===== src/rtl/id_ex_stage_pkg.sv =====
// Shared opcode constants, ALUOp encodings and the control bundle carried ID -> EX.
package id_ex_stage_pkg;

  localparam logic [5:0] OP_RTYPE = 6'h00;
  localparam logic [5:0] OP_BEQ   = 6'h04;
  localparam logic [5:0] OP_BNE   = 6'h05;
  localparam logic [5:0] OP_SW    = 6'h2B;
  localparam logic [5:0] OP_LW    = 6'h23;

  localparam logic [1:0] ALU_OP_ADD   = 2'b00;
  localparam logic [1:0] ALU_OP_SUB   = 2'b01;
  localparam logic [1:0] ALU_OP_FUNCT = 2'b10;
  localparam logic [1:0] ALU_OP_IMM   = 2'b11;

  typedef struct packed {
    logic       reg_write;
    logic       mem_read;
    logic       mem_write;
    logic       mem_to_reg;
    logic       alu_src;
    logic       reg_dst;
    logic [1:0] alu_op;
  } ctrl_t;

  // Only these opcodes actually read the Rt register.
  function automatic logic op_uses_rt(input logic [5:0] op);
    return (op == OP_RTYPE) || (op == OP_BEQ) || (op == OP_BNE) || (op == OP_SW);
  endfunction

endpackage


===== src/rtl/id_ex_stage_hazard_detect.sv =====
// Combinational load-use detection and WB->ID bypass request for the ID/EX stage.
module id_ex_stage_hazard_detect
  import id_ex_stage_pkg::*;
#(
  parameter int unsigned REG_AW = 5
) (
  input  logic [5:0]        opcode_i,
  input  logic [REG_AW-1:0] rs_i,
  input  logic [REG_AW-1:0] rt_i,
  input  logic              mem_read_ex_i,
  input  logic [REG_AW-1:0] rt_ex_i,
  input  logic              flush_i,
  input  logic [REG_AW-1:0] wb_reg_i,
  input  logic              wb_we_i,
  output logic              stall_o,
  output logic [1:0]        fwd_o
);

  logic uses_rt;
  logic hazard;
  logic wb_valid;

  always_comb begin
    uses_rt  = op_uses_rt(opcode_i);
    hazard   = mem_read_ex_i && (rt_ex_i != '0) &&
               ((rt_ex_i == rs_i) || ((rt_ex_i == rt_i) && uses_rt));
    // A flushed instruction is discarded anyway, so it never needs to wait.
    stall_o  = hazard && !flush_i;
    wb_valid = wb_we_i && (wb_reg_i != '0);
    fwd_o    = {wb_valid && (wb_reg_i == rt_i), wb_valid && (wb_reg_i == rs_i)};
  end

endmodule


===== src/rtl/id_ex_stage.sv =====
// ID/EX pipeline register with load-use stall, bubble insertion and saturating stall counter.
module id_ex_stage
  import id_ex_stage_pkg::*;
#(
  parameter int unsigned DATA_W = 32,
  parameter int unsigned REG_AW = 5,
  parameter int unsigned CNT_W  = 16
) (
  input  logic              Clk,
  input  logic              Reset,
  input  logic [31:0]       Instruction_ID,
  input  logic [DATA_W-1:0] PC_Plus_4_ID,
  input  logic [DATA_W-1:0] Read_Data_1_ID,
  input  logic [DATA_W-1:0] Read_Data_2_ID,
  input  logic              RegWrite_ID,
  input  logic              MemRead_ID,
  input  logic              MemWrite_ID,
  input  logic              MemtoReg_ID,
  input  logic              ALUSrc_ID,
  input  logic              RegDst_ID,
  input  logic [1:0]        ALUOp_ID,
  input  logic              Flush_ID,
  input  logic [REG_AW-1:0] Write_Register_WB,
  input  logic              RegWrite_WB,
  output logic [1:0]        Forward_Reg_Delay,
  output logic              Stall_IF_ID,
  output logic              RegWrite_EX,
  output logic              MemRead_EX,
  output logic              MemWrite_EX,
  output logic              MemtoReg_EX,
  output logic              ALUSrc_EX,
  output logic              RegDst_EX,
  output logic [1:0]        ALUOp_EX,
  output logic [DATA_W-1:0] Read_Data_1_EX,
  output logic [DATA_W-1:0] Read_Data_2_EX,
  output logic [DATA_W-1:0] PC_Plus_4_EX,
  output logic [DATA_W-1:0] Imm_EX,
  output logic [REG_AW-1:0] Rs_EX,
  output logic [REG_AW-1:0] Rt_EX,
  output logic [REG_AW-1:0] Rd_EX,
  output logic [CNT_W-1:0]  Stall_Count
);

  logic [REG_AW-1:0] rs_id, rt_id, rd_id;
  logic [DATA_W-1:0] imm_id;
  ctrl_t             ctrl_id;

  ctrl_t             ctrl_d, ctrl_q;
  logic [DATA_W-1:0] rd1_d, rd1_q, rd2_d, rd2_q, pc4_d, pc4_q, imm_d, imm_q;
  logic [REG_AW-1:0] rs_d, rs_q, rt_d, rt_q, rd_d, rd_q;
  logic [CNT_W-1:0]  cnt_d, cnt_q;
  logic              stall;

  always_comb begin
    rs_id   = REG_AW'(Instruction_ID[25:21]);
    rt_id   = REG_AW'(Instruction_ID[20:16]);
    rd_id   = REG_AW'(Instruction_ID[15:11]);
    imm_id  = {{(DATA_W-16){Instruction_ID[15]}}, Instruction_ID[15:0]};
    ctrl_id = '{reg_write:  RegWrite_ID,
                mem_read:   MemRead_ID,
                mem_write:  MemWrite_ID,
                mem_to_reg: MemtoReg_ID,
                alu_src:    ALUSrc_ID,
                reg_dst:    RegDst_ID,
                alu_op:     ALUOp_ID};
  end

  id_ex_stage_hazard_detect #(
    .REG_AW (REG_AW)
  ) u_hazard_detect (
    .opcode_i      (Instruction_ID[31:26]),
    .rs_i          (rs_id),
    .rt_i          (rt_id),
    .mem_read_ex_i (ctrl_q.mem_read),
    .rt_ex_i       (rt_q),
    .flush_i       (Flush_ID),
    .wb_reg_i      (Write_Register_WB),
    .wb_we_i       (RegWrite_WB),
    .stall_o       (stall),
    .fwd_o         (Forward_Reg_Delay)
  );

  always_comb begin
    // Data and fields load even on a bubble; only the control is squashed.
    ctrl_d = (Flush_ID || stall) ? '0 : ctrl_id;
    rd1_d  = Read_Data_1_ID;
    rd2_d  = Read_Data_2_ID;
    pc4_d  = PC_Plus_4_ID;
    imm_d  = imm_id;
    rs_d   = rs_id;
    rt_d   = rt_id;
    rd_d   = rd_id;
    cnt_d  = cnt_q;
    if (stall && (cnt_q != '1)) begin
      cnt_d = cnt_q + 1'b1;
    end
  end

  always_ff @(posedge Clk) begin
    if (Reset) begin
      ctrl_q <= '0;
      rd1_q  <= '0;
      rd2_q  <= '0;
      pc4_q  <= '0;
      imm_q  <= '0;
      rs_q   <= '0;
      rt_q   <= '0;
      rd_q   <= '0;
      cnt_q  <= '0;
    end else begin
      ctrl_q <= ctrl_d;
      rd1_q  <= rd1_d;
      rd2_q  <= rd2_d;
      pc4_q  <= pc4_d;
      imm_q  <= imm_d;
      rs_q   <= rs_d;
      rt_q   <= rt_d;
      rd_q   <= rd_d;
      cnt_q  <= cnt_d;
    end
  end

  assign Stall_IF_ID    = stall;
  assign RegWrite_EX    = ctrl_q.reg_write;
  assign MemRead_EX     = ctrl_q.mem_read;
  assign MemWrite_EX    = ctrl_q.mem_write;
  assign MemtoReg_EX    = ctrl_q.mem_to_reg;
  assign ALUSrc_EX      = ctrl_q.alu_src;
  assign RegDst_EX      = ctrl_q.reg_dst;
  assign ALUOp_EX       = ctrl_q.alu_op;
  assign Read_Data_1_EX = rd1_q;
  assign Read_Data_2_EX = rd2_q;
  assign PC_Plus_4_EX   = pc4_q;
  assign Imm_EX         = imm_q;
  assign Rs_EX          = rs_q;
  assign Rt_EX          = rt_q;
  assign Rd_EX          = rd_q;
  assign Stall_Count    = cnt_q;

endmodule


===== config.mk =====
export PLATFORM = sky130hd
export DESIGN_NAME = id_ex_stage
export DESIGN_NICKNAME = d
export VERILOG_FILES = /design/src/rtl/id_ex_stage_pkg.sv /design/src/rtl/id_ex_stage_hazard_detect.sv /design/src/rtl/id_ex_stage.sv
export SDC_FILE = /design/constraint.sdc
export NUM_CORES = 1
export LEC_CHECK = 0
export CORE_MARGIN = 4
export CORE_UTILIZATION = 36
export DETAILED_ROUTE_END_ITERATION = 6
export GPL_ROUTABILITY_DRIVEN = 0
export PLACE_DENSITY_LB_ADDON = 0.1
export SYNTH_ARGS = -nofsm -noshare
export SYNTH_HDL_FRONTEND = slang
export SYNTH_SLANG_ARGS = --single-unit

===== constraint.sdc =====
create_clock -name Clk -period 2.5 [get_ports Clk]
set_input_delay 0.25 -clock Clk [delete_from_list [all_inputs] [get_ports Clk]]
set_output_delay 0.25 -clock Clk [all_outputs]
set_load 0.02 [all_outputs]

==> results summary, run 1 <==
The global routing met3 resource utilization came out at 10.0%. The global routing met2 resource utilization is around 34%. The register area came out at about 2900 um2. The core area came out at about 13000 um2. The synthesized netlist net count came out at just under 600.

The fraction of the core area covered by cells at the end of the flow came out at between 60% and 70%. For this run, global-route usage on met1 was measured as 18.8%. After synthesis, the netlist uses 29 different library cells.

The number of nets in the finished design came out at 890. The post-synthesis instance area came out at around 4700 um2. The type of the tightest min-delay check is primary input to register. The detailed placer's ending HPWL is between 10000 and 15000 um. The routed layout has roughly 4.1k vias. The total net switching power came out at about 0.0013 W. In this run the mean area of a mapped cell was between 10 and 15 um2. The initial antenna violation count is 0. In the final layout, the share of cells above drive strength 1 is a little under a tenth. The clock share of power is a little under half. After clock tree synthesis, the clock-pin slew on the worst setup and hold paths is 0.06 ns. The count of buffer and inverter cells on the critical path came out at 2. The final critical-path required period is between 2 and 2.5 ns. The number of global-route vias before repair is just over 4k.

The fraction of power spent switching nets is about 22%. The library cell used as clock root buffer is sky130_fd_sc_hd__clkbuf_16. The maximum cell stage delay along the critical path is 0.51 ns.

In this run the critical register-to-register path is captured at Stall_Count[13]. The maximum fanout along the worst path is 13. The wire length of the first global-routing pass is about 22000 um. The internal power summed over all cells is 0.00485 W. The most frequent cell on the critical path is sky130_fd_sc_hd__or4_1. The least setup slack across all paths after layout is around 0.0092 ns. The worst setup path is of the primary input to register kind. STA classifies the critical path endpoint as a register.

The top-level I/O count is ~320. Traced cell by cell, the critical path runs through clkdlybuf4s50_1 -> nor2b_2 -> or4_1 -> a2111o_1 -> a211o_4 -> buf_12 -> or4_1 -> a21oi_1. The highest clock rate came out at roughly 400 MHz. The count of buffers added on input and output ports is between 300 and 400. After global routing, the most crowded layer is met2. The die height is about 120 um.

Setup repair after global routing could not meet its margin everywhere. The detailed-route DRC error count came out at 0. The total wire length came out at around 15000 um. The buffers inserted during post-CTS setup optimization is 0.

The signal arrival time at the worst endpoint is ~2.8 ns. The worst slack at placement came out at -0.486 ns. Between clock sinks in the finished design, the worst skew comes to about 0.0022 ns. The horizontal extent of the die came out at around 120 um. The static leakage is approximately 3.3 nW.

The multi-input combinational cell area came out at between 1500 and 2000 um2. The clock buffer count from CTS is 17. The yosys synthesis warning count is 0. In this run the critical register-to-register path is launched from Rt_EX[4]. The clock latency of the later-clocked register in the worst-skew pair is 0.41 ns. The H-tree generated during clock tree synthesis spans 4 levels. The detailed-router iteration count before antenna repair came out at 4.

The setup total negative slack is 0 ns. The total placed instance area is 7980 um2. The transition time of the tightest slew-check pin came out at 0.719 ns. The power consumption is between 0.006 and 0.007 W. The final number of max-transition violations is 0.

Sequential cells were found to cover 61.8% of the synthesized design area. The synthesized design contains roughly 150 register bits. No sink is reached through more buffers than the 2 on the longest clock path.

The number of cells traversed by the worst register-to-register path came out at 7. The filler cells instantiated in the layout total roughly 1.0k. Sequential cells account for 40.0% of the total power. Counting instances, the worst hold path has a depth of 2. The DRC violation total after the first TritonRoute iteration is ~180.

The number of endpoints with negative hold slack in the final report is 0. By area the synthesized netlist is led by sky130_fd_sc_hd__dfxtp_1 (62%), sky130_fd_sc_hd__nor2b_1 (17%), sky130_fd_sc_hd__buf_4 (3.3%). Of the total power, combinational logic draws 13.3%. The number of antenna cells inserted came out at 0.

The slack of the worst reg-to-reg path is about 0.06 ns. The average wire per cell in the routed design came out at approximately 16 um. The final critical-path share of the clock period came out at roughly 100%.

In this run the tightest slew margin relative to its limit is approximately half. The die area is approximately 15000 um2. The finished layout cell area came out at 8750 um2. On the critical path, the stage with the largest delay is an instance of sky130_fd_sc_hd__or4_1. The worst hold path terminates at Stall_Count[15]. For this run, the total global-route usage over all layers was measured as between 15 and 20%. The largest net degree at the start of global routing is just over 60.

The number of core rows is just over 40. The number of antenna-violating nets in the routed design came out at 0. The start point of the worst hold path is Reset. The starting density of the core is 37.2%. The detailed-route vias per instance is about 4.4.

The cell count after synthesis is approximately 430. sky130_fd_sc_hd__dfxtp_1 takes more of the synthesized area than any other cell. The worst setup path is launched from a primary input. The sum of overflow across all layers after global routing is 0.

The power per cell area came out at 708 nW/um2. The setup violation total in the final timing report came out at 0. TritonCTS built the clock tree. The cell family contributing the most delay on the critical path is simple AND/OR/NAND/NOR gates. The number of maximum-capacitance violations is 0.

The sink count of the clock tree is around 150. The run finished with clean final reports. The share of the synthesized area in the top cell type came out at between 60% and 70%. The required time reported for the critical path endpoint came out at between 2 and 3 ns.

The maximum VDD drop came out at 462 uV. From synthesis to final layout, the design area changed by 84.8%.
through the flow:
stage / std cells / hold WS [ns]
floorplan: 433 / 0.372
global placement: 896 / 0.492
detailed placement: 896 / 0.494
CTS: 928 / 0.180
global route: 929 / 0.210
finish: 929 / 0.193
flip-flops by register name, indices dropped and copies added (netlist names), 2 cells and up:
register        cells
PC_Plus_4_EX       32
Read_Data_1_EX     32
Read_Data_2_EX     32
Imm_EX             16
Stall_Count        16
Rs_EX               5
Rt_EX               5
ALUOp_EX            2
Yosys cell counts:
master	n
sky130_fd_sc_hd__a2111o_1	1
sky130_fd_sc_hd__a211o_1	1
sky130_fd_sc_hd__a21oi_1	15
sky130_fd_sc_hd__and2_1	8
sky130_fd_sc_hd__and3_1	1
sky130_fd_sc_hd__buf_2	1
sky130_fd_sc_hd__buf_4	21
sky130_fd_sc_hd__buf_6	1
sky130_fd_sc_hd__clkbuf_1	18
sky130_fd_sc_hd__dfxtp_1	146
sky130_fd_sc_hd__ha_1	1
sky130_fd_sc_hd__inv_1	4
sky130_fd_sc_hd__mux2_2	2
sky130_fd_sc_hd__nand2_1	3
sky130_fd_sc_hd__nand3_1	10
sky130_fd_sc_hd__nand4_1	8
sky130_fd_sc_hd__nor2_1	4
sky130_fd_sc_hd__nor2b_1	125
sky130_fd_sc_hd__nor3_1	3
sky130_fd_sc_hd__nor3b_1	1
sky130_fd_sc_hd__nor4_1	3
sky130_fd_sc_hd__o21ai_0	8
sky130_fd_sc_hd__o31ai_1	8
sky130_fd_sc_hd__or2_2	2
sky130_fd_sc_hd__or3_1	6
sky130_fd_sc_hd__or3b_2	1
sky130_fd_sc_hd__or4_1	11
sky130_fd_sc_hd__xnor2_1	12
sky130_fd_sc_hd__xor2_1	8
power groups by stage:
stage / registers (W) / logic, W / clock network (W)
3_5_place_dp: 0.00253 / 0.000826 / 0
4_1_cts: 0.00248 / 0.000831 / 0.00295
2_1_floorplan: 0.00266 / 0.000177 / 0
5_1_grt: 0.00249 / 0.000869 / 0.00305
6_report: 0.00248 / 0.000822 / 0.00289
3_3_place_gp: 0.00252 / 0.000819 / 0
timing repair:
| item | in CTS | in global routing |
|---|---|---|
| hold buffers | 0 | 0 |
| cloned | 0 | 1 |
| pin swaps | 1 | 6 |
| endpoints found under the setup margin | 9 | 8 |
| resized for setup | 5 | 15 |
cells by family (layout without fill, tap and decap cells):
| kind of cell | count (synthesis) | after routing | share of synthesized area, % |
|---|---|---|---|
| mux | 2 | 2 | 0.476 |
| xor+xnor | 20 | 20 | 3.70 |
| compound gates | 33 | 33 | 4.12 |
| buf+inv | 45 | 369 | 5.42 |
| flops | 146 | 146 | 61.8 |
| fa+ha+maj | 1 | 1 | 0.264 |
| simple gates | 186 | 186 | 24.2 |
worst register-to-register path: stages, from the launching register on:
cell	delay [ns]
sky130_fd_sc_hd__dfxtp_1	0.44
sky130_fd_sc_hd__xnor2_1	0.15
sky130_fd_sc_hd__nand4_1	0.21
sky130_fd_sc_hd__a2111o_1	0.37
sky130_fd_sc_hd__a211o_4	0.38
sky130_fd_sc_hd__buf_12	0.15
sky130_fd_sc_hd__or4_1	0.51
sky130_fd_sc_hd__a21oi_1	0.15
layer usage:
| layer | part of all wire [%] | vias to the layer above | wire length [um] |
|---|---|---|---|
| met5 | 0 | - | 0 |
| met4 | 2.1 | 0 | 313 |
| li1 | - | 2012 | - |
| met2 | 53 | 208 | 7990 |
| met1 | 34 | 1864 | 5150 |
| met3 | 11 | 22 | 1680 |
layout make-up:
cell class | count | share of cell area (%)
Clock buffer | 19 | 5.18
Timing Repair Buffer | 333 | 37.9
Sequential cell | 146 | 33.4
Inverter | 4 | 0.172
Clock inverter | 13 | 2.62
Multi-Input combinational cell | 242 | 18.2
Tap cell | 172 | 2.46
how the worst max path moves through the flow:
stage,from,to,slack [ns],cells after the start
CTS,Instruction_ID[26],Stall_Count[11],0.03,8
global route,Instruction_ID[26],Stall_Count[13],-0.03,8
floorplan,Stall_Count[0],Stall_Count[9],0.14,9
detailed placement,Instruction_ID[26],Stall_Count[8],-0.49,9
global placement,Instruction_ID[26],Stall_Count[14],-0.42,8
finish,Instruction_ID[26],Stall_Count[13],0.009,8
placed cells by master, fill, tap and decap left out, drive strengths merged, types with 8 or more instances in the layout:
master and count:
a21oi 15, and2 8, buf 20, clkbuf 20, clkdlybuf4s50 312, dfxtp 146
nand3 10, nand4 8, nor2b 125, o21ai 8, o31ai 8, or4 11
xnor2 12, xor2 8
(Power assumes the default switching activity.)
==> run 2, diff against run 1 <==
- CELL_PAD_IN_SITES_DETAIL_PLACEMENT: default -> 1
- CELL_PAD_IN_SITES_GLOBAL_PLACEMENT: default -> 1
- CORE_UTILIZATION: 36 -> 25
- clock period: 2.5 -> 2.8 ns (I/O delays scaled with it)
==> run 2 against run 1 <==
Clock power down 19%. Critical path depth fell by 1. Worst hold slack improved by 0.18 ns. Highest routed layer unchanged.
==> results summary, run 2 (synthesis results as in run 1) <==
The run finished with clean final reports. The maximum VDD drop came out at around 400 uV. The DRC violation total after the first TritonRoute iteration came out at 128.

The first global-routing pass estimated 25800 um of wire. The largest net degree at the start of global routing is 77. Once the floorplan was initialized, standard cells occupied between 20% and 30% of the core. The die area is between 20000 and 25000 um2.

The combinational share of power is between 10% and 20%. The sum of overflow across all layers after global routing is 0. STA classifies the critical path endpoint as a register. The signal arrival time at the worst endpoint is about 3 ns. The fraction of power spent switching nets came out at 24.9%. The clock buffer count from CTS came out at 17.

Internal power comes to ~0.0040 W. The clock transition at the registers of the reported paths is approximately 0.060 ns. The routed layout has between 4k and 5k vias. The analysis attributes to cell leakage a power of between 3 and 4 nW. In this run, the clock network consumes between 40 and 50% of the power. The floorplan has 50 rows. The fraction of the core area covered by cells at the end of the flow came out at 46.0%. The maximum count of clock buffers along a single path is 2. Clock tree synthesis found a total of about 150 sinks.

The power consumption is between 0.005 and 0.006 W. The core area is between 15000 and 20000 um2. The die height came out at between 100 and 150 um. The fill cell instance count of the final layout came out at 2025. The highest clock rate is between 300 and 400 MHz. Once detail routing completed, the nets flagged for antenna violations numbered 0. The number of endpoints with negative hold slack in the final report is 0.

Leaving out fill and tap cells, the most frequent cell in the layout is sky130_fd_sc_hd__clkdlybuf4s50_1. The detailed placer's ending HPWL is approximately 13000 um. The final number of max-transition violations is 0.

The total track usage came out at between 15 and 20%. Traced cell by cell, the critical path runs through clkdlybuf4s50_1 -> or4_1 -> a2111o_1 -> a211o_1 -> buf_4 -> or4_1 -> a21oi_1. The tightest min-delay check is of the primary input to register type.

The area overhead of the layout relative to synthesis came out at 81.4%. The final setup skew came out at roughly 0.0072 ns. Dividing total power by cell area gives a power density of roughly 600 nW/um2. The maximum fanout along the worst path is 28.

In this run the clock root is driven by a sky130_fd_sc_hd__clkbuf_16. The detailed-route vias per instance is around 4.2. The required time reported for the critical path endpoint came out at between 3 and 4 ns. approximately 320 I/O pins were placed. Setup repair after global routing left no endpoint under its margin. The average wire per cell in the routed design came out at 16.8 um. The tool flagged a number of max-cap violations equal to 0. The top cell types in the final layout, fill and taps aside, are sky130_fd_sc_hd__clkdlybuf4s50_1 (312), sky130_fd_sc_hd__dfxtp_1 (146), sky130_fd_sc_hd__nor2b_1 (125). The critical path class is primary input to register. TritonCTS built the clock tree. The number of buffers inserted by hold repair at cts is 0. The kind of cell with the highest combined delay along the critical path is simple AND/OR/NAND/NOR gates. The total wire length is between 15000 and 20000 um. The number of antenna diodes in the final layout is 0. The final-layout worst hold slack came out at about 0.38 ns. The number of buffers and inverters on the critical path is 2. The most frequent cell on the critical path is sky130_fd_sc_hd__or4_1. The startpoint type of the worst setup path is a primary input.

In this run the horizontal extent of the chip is 146 um. The detailed-route DRC error count is 0. The number of global-route vias before repair is 4560. The total of buffers placed on input and output ports came out at between 300 and 400. The H-tree depth reported by CTS came out at 4. The final critical-path required period is 2.64 ns.

The net count of the finished layout is between 800 and 900. Setup violations remaining at the end of the flow were counted as 0. The final critical-path share of the clock period is 94.2%.

The maximum cell stage delay along the critical path came out at 0.54 ns. The clock latency of the later-clocked register in the worst-skew pair came out at approximately 0.42 ns. Summed over all nets, the switching power comes to ~0.0013 W. The initial antenna violation count came out at 0. The detailed-router iteration count before antenna repair is 4. At the pin with the least slew margin, the transition time is slightly above 0.7 ns. Sequential cells burn approximately two fifths of the power. The largest individual stage delay along the critical path comes from the cell sky130_fd_sc_hd__or4_1. Headroom to the max-slew limit came out at around 53%. In the final layout, the share of cells above drive strength 1 is a little over 6%.
## run 2: cell count changes in the layout (fill, tap and decap cells not counted), sizes merged
| cell | delta |
|---|---|
| clkinv | -2 |
| buf | -13 |
| clkinvlp | +1 |
| inv | +6 |
| clkbuf | -1 |
| bufinv | -4 |
## run 2: repair_timing
item | CTS | global route
resized for setup | 1 | 2
pin swaps | 0 | 0
setup endpoints to repair | 1 | 1
setup buffers | 0 | 0
## run 2: area by class of cell
class                   count  area [um2]  share of cell area [%]
clock inverters            14         166                    1.94
inverters                   4        15.0                   0.175
multi-input cells         242        1550                    18.1
flip-flops and latches    146        2920                    34.1
well taps                 234         293                    3.41
repair buffers            320        3190                    37.2
clock buffers              18         439                    5.12
## run 2: per-layer routing
layer	track usage, %	up-vias	share of wire, %
met5	0	-	0
met4	4.84	0	1.3
met3	9.44	12	12
met2	27.6	192	52
met1	15.2	1917	35
li1	-	1987	-
## run 2: through the flow
step	worst slack (ns)	area (um2)	instances	setup TNS, ns
6_report	0.162	8580	978	0
5_1_grt	0.0427	8580	978	0
4_1_cts	0.0417	8590	978	0
3_5_place_dp	-0.279	7980	946	-3.03
3_3_place_gp	-0.236	7980	946	-2.70
2_1_floorplan	0.439	4730	433	0
## run 2: worst paths after layout
kind / start / endpoint / slack, ns / depth (start not counted)
setup / recovery: Instruction_ID[27] / Stall_Count[7] / 0.16 / 7
hold / removal: Reset / Read_Data_2_EX[21] / 0.38 / 2
setup reg to reg: Rt_EX[1] / Stall_Count[7] / 0.35 / 7
hold reg to reg: Stall_Count[11] / Stall_Count[11] / 0.50 / 2
## run 2: power by group through the flow
stage	combinational [W]	sequential, W	clock (W)
6_report	0.000728	0.00221	0.00235
5_1_grt	0.000774	0.00222	0.00252
4_1_cts	0.000742	0.00221	0.00242
3_5_place_dp	0.000738	0.00226	0
3_3_place_gp	0.000729	0.00225	0
2_1_floorplan	0.000158	0.00238	0
==> run 3, diff against run 2 <==
- SYNTH_HIERARCHICAL: default -> 1
==> run 3 against run 2 <==
Clock skew grew 0.0021 ns. Register-to-register slack lost 0.05 ns. Sequential share of layout area is 0.084 points lower. Synthesized area down 0.32%. Non-clock buffer count increased by 8. Combinational power rose by 0.8%. Sequential power hardly changed. Highest routed layer unchanged. Synthesized cell count shrank 1.4%.
==> results summary, run 3 <==
Once the floorplan was initialized, standard cells occupied between 20% and 30% of the core. The DRC violation total after the first TritonRoute iteration came out at roughly 100. After detailed routing, the average wire length per cell comes to ~17 um.

The power per cell area came out at slightly below 600 nW/um2. The detailed placer's ending HPWL is approximately 13000 um. After clock tree synthesis, the setup repair step added 0 buffers. In this run the worst setup path begins at Instruction_ID[27]. The commonest cells after synthesis are sky130_fd_sc_hd__dfxtp_1 (146), sky130_fd_sc_hd__nor2b_1 (126), sky130_fd_sc_hd__buf_4 (21).

The floorplan step set the die width to roughly 150 um. TritonCTS built the clock tree. From bottom edge to top edge, the die measures between 100 and 150 um. Overall power consumption after layout is estimated at 0.00510 W. The number of nets in the finished design came out at ~880. The launch point of the worst reg-to-reg path is Rt_EX[1]. Leaving out fill and tap cells, the most frequent cell in the layout is sky130_fd_sc_hd__clkdlybuf4s50_1. The number of non-filler instances in the completed layout is 979.

The sequential share of the synthesized area is 62.0%. Setup repair after global routing left no endpoint under its margin. The fill cell instance count of the final layout is roughly 2.0k. Entering global routing, the biggest net connects 74 pins. After synthesis, the largest family of logic cells by area is simple AND/OR/NAND/NOR gates. The total area inside the core boundary comes to 18300 um2. Ranked by total cell area, the synthesized netlist is headed by sky130_fd_sc_hd__dfxtp_1 (62%), sky130_fd_sc_hd__nor2b_1 (17%), sky130_fd_sc_hd__buf_4 (3.3%).

In this run the critical register-to-register path is captured at RegWrite_EX. Summing the areas of all compound-gate instances in the mapped netlist gives around 4.1% of the synthesized area. sky130_fd_sc_hd__dfxtp_1 takes more of the synthesized area than any other cell. The register area came out at 2920 um2. Among all cell types in the netlist, the one instantiated most often is sky130_fd_sc_hd__dfxtp_1. The area overhead of the layout relative to synthesis came out at 82.4%. The H-tree depth reported by CTS is 4. In this run the remaining antenna-violating nets after routing total 0. Subtracting the final worst setup slack from the clock period gives 2.63 ns.

The synthesized-area fraction occupied by and/or/nand/nor cells is roughly a quarter. The final critical-path share of the clock period came out at about 94%. Summed over all layers, the routed wires come to 16900 um.

The final number of max-transition violations came out at 0. The cell count after synthesis came out at about 430. The signal arrival time at the worst endpoint is slightly below 3 ns.

The number of cells traversed by the worst register-to-register path came out at 6. The share of synthesized registers carrying an async set or reset is 0%. The detailed-router iteration count before antenna repair came out at 4. The static leakage came out at about 3.2 nW. The wire length of the first global-routing pass is ~26000 um. The synthesized netlist net count came out at approximately 570. The total of buffers placed on input and output ports came out at 314.

The critical path is of the primary input to register type. After routing, the total negative slack on setup checks comes to 0 ns. The final setup skew came out at 0.00926 ns. The flop and latch count out of synthesis came out at approximately 150. The least setup slack across all paths after layout came out at ~0.17 ns.

In this run the cell area of the synthesized design comes to 4720 um2. The transition time of the tightest slew-check pin is 0.939 ns. Summed over its instances, the top area cell type makes up roughly 62% of the synthesized netlist area. The die area is 21100 um2. Once placement completed, the tool counted placed cells totaling 947. The count of vias placed by the detailed router came out at 4120. The share of the synthesized netlist area taken by xor and xnor gates came out at under 10%.

The maximum fanout along the worst path is 4. For the worst-skew pair, the clock arrives at the later sink with an insertion delay of 0.41 ns. The detailed-route vias per instance came out at between 4 and 5. The setup violation total in the final timing report came out at 0. In this run the tightest slew margin relative to its limit is between 30% and 40%.

The total track usage came out at approximately 16%. STA classifies the critical path startpoint as a primary input. The library cell used as clock root buffer is sky130_fd_sc_hd__clkbuf_16. The tool flagged a number of max-cap violations equal to 0. Summed over all layers, the global routing overflow is 0. The number of global-route vias before repair came out at roughly 4.5k. The maximum count of clock buffers along a single path is 2. The top-level I/O count came out at around 320.

The critical path ends at Stall_Count[11]. The area share of fa/ha/maj cells after synthesis is less than 1%. The number of antenna cells inserted is 0. The sink count of the clock tree came out at about 150. Data on the critical path is required at its endpoint by 3.12 ns. The number of buffers inserted by hold repair at cts is 0. The worst setup path is captured at a register. The initial antenna violation count came to 0. The fraction of layout cells with a size suffix above 1 came out at 6.93%. The dominant synthesized flop cell is sky130_fd_sc_hd__dfxtp_1. The portion of synthesized area spent on multiplexers is 0.451%.

The multi-input combinational cell area came out at 1580 um2. The run finished with clean final reports. The clock transition at the registers of the reported paths is 0.06 ns. The fraction of the core area covered by cells at the end of the flow is 47.1%.

Yosys mapped a number of flops with a built-in enable equal to 0. After synthesis, the mean cell area works out to between 10 and 15 um2. The maximum VDD drop is just under 400 uV. For this run, the number of Yosys warnings is 6. The unique cell type count in the Yosys netlist came out at 35. Leaving out fill and tap cells, the most frequent cells in the layout are sky130_fd_sc_hd__clkdlybuf4s50_1 (312), sky130_fd_sc_hd__dfxtp_1 (146), sky130_fd_sc_hd__nor2b_1 (126).

The number of core rows is 49. After detailed routing, the number of remaining DRC violations is 0. In this run, CTS created clock tree buffers numbering 17. The type of the tightest min-delay check is primary input to register. The highest clock rate is around 380 MHz. The slack of the worst reg-to-reg path came out at 0.30 ns. The number of endpoints with negative hold slack in the final report came out at 0.

The worst slack at placement is -0.226 ns.
-- run 3: cell types whose count changed after synthesis, sizes merged, moves of 2 or more --
cell,change
a211oi,+2
a21oi,-3
a31oi,+2
clkbuf,-4
nand3,-2
nor3,+2
nor4,+3
o21ai,+2
o31ai,-3
or4,-3
-- run 3: area by class of cell --
type                    count  area share, %
repair buffers            328           37.7
flip-flops and latches    146           34.0
multi-input cells         241           18.4
clock buffers              19           5.03
well taps                 229           3.33
clock inverters            13           1.45
inverters                   3          0.131
-- run 3: worst min-delay path by stage --
| stage | from | to | slack [ns] | cells after the start |
|---|---|---|---|---|
| floorplan | ALUOp_ID[0] | ALUOp_EX[0] | 0.40 | 1 |
| global placement | Stall_Count[5] | Stall_Count[5] | 0.51 | 2 |
| finish | Reset | ALUOp_EX[1] | 0.33 | 3 |
| global route | Reset | ALUOp_EX[1] | 0.35 | 3 |
| detailed placement | Stall_Count[8] | Stall_Count[8] | 0.52 | 2 |
| CTS | Reset | ALUOp_EX[1] | 0.32 | 3 |
-- run 3: through the flow --
step | hold slack [ns] | cell area [um2]
floorplan | 0.402 | 4740
global placement | 0.508 | 8050
detailed placement | 0.522 | 8050
CTS | 0.318 | 8600
global route | 0.345 | 8600
finish | 0.335 | 8600
-- run 3: metal layers --
metal / global-route usage, % / share of wire (%) / routed length, um
met1: 15.3 / 36 / 6060
met5: 0 / 0 / 0
met3: 8.75 / 11 / 1800
met2: 29.4 / 52 / 8860
met4: 3.85 / 0.97 / 163
-- run 3: report_power, final --
part / internal [W] / switching, W / leakage, nW
clock: 0.00124 / 0.000922 / 0.257
sequential: 0.00218 / 0.0000336 / 1.21
combinational: 0.000429 / 0.000305 / 1.71
total: 0.00384 / 0.00126 / 3.18
-- run 3: critical path, cell delays in order --
cell and delay (ns):
sky130_fd_sc_hd__clkdlybuf4s50_1 0.42, sky130_fd_sc_hd__or4_1 0.53, sky130_fd_sc_hd__a2111o_1 0.42, sky130_fd_sc_hd__a21oi_4 0.16
sky130_fd_sc_hd__nand3_1 0.12, sky130_fd_sc_hd__or3_4 0.36, sky130_fd_sc_hd__or4_1 0.47, sky130_fd_sc_hd__a21oi_1 0.19
-- run 3: what timing repair did --
| action | in CTS | in global routing |
|---|---|---|
| setup endpoints to repair | 1 | 0 |
| gates resized for setup | 1 | 0 |
| endpoints found under the hold margin | 0 | 0 |
-- run 3: logic make-up (layout without fill, tap and decap cells) --
kind of cell / after synthesis / count (layout)
AND/OR/NAND/NOR: 185 / 185
flip-flops: 146 / 146
buffers and inverters: 40 / 363
AO/OA/AOI/OAI: 33 / 33
XOR/XNOR: 20 / 20
multiplexers: 2 / 2
adder cells (fa/ha/maj): 1 / 1
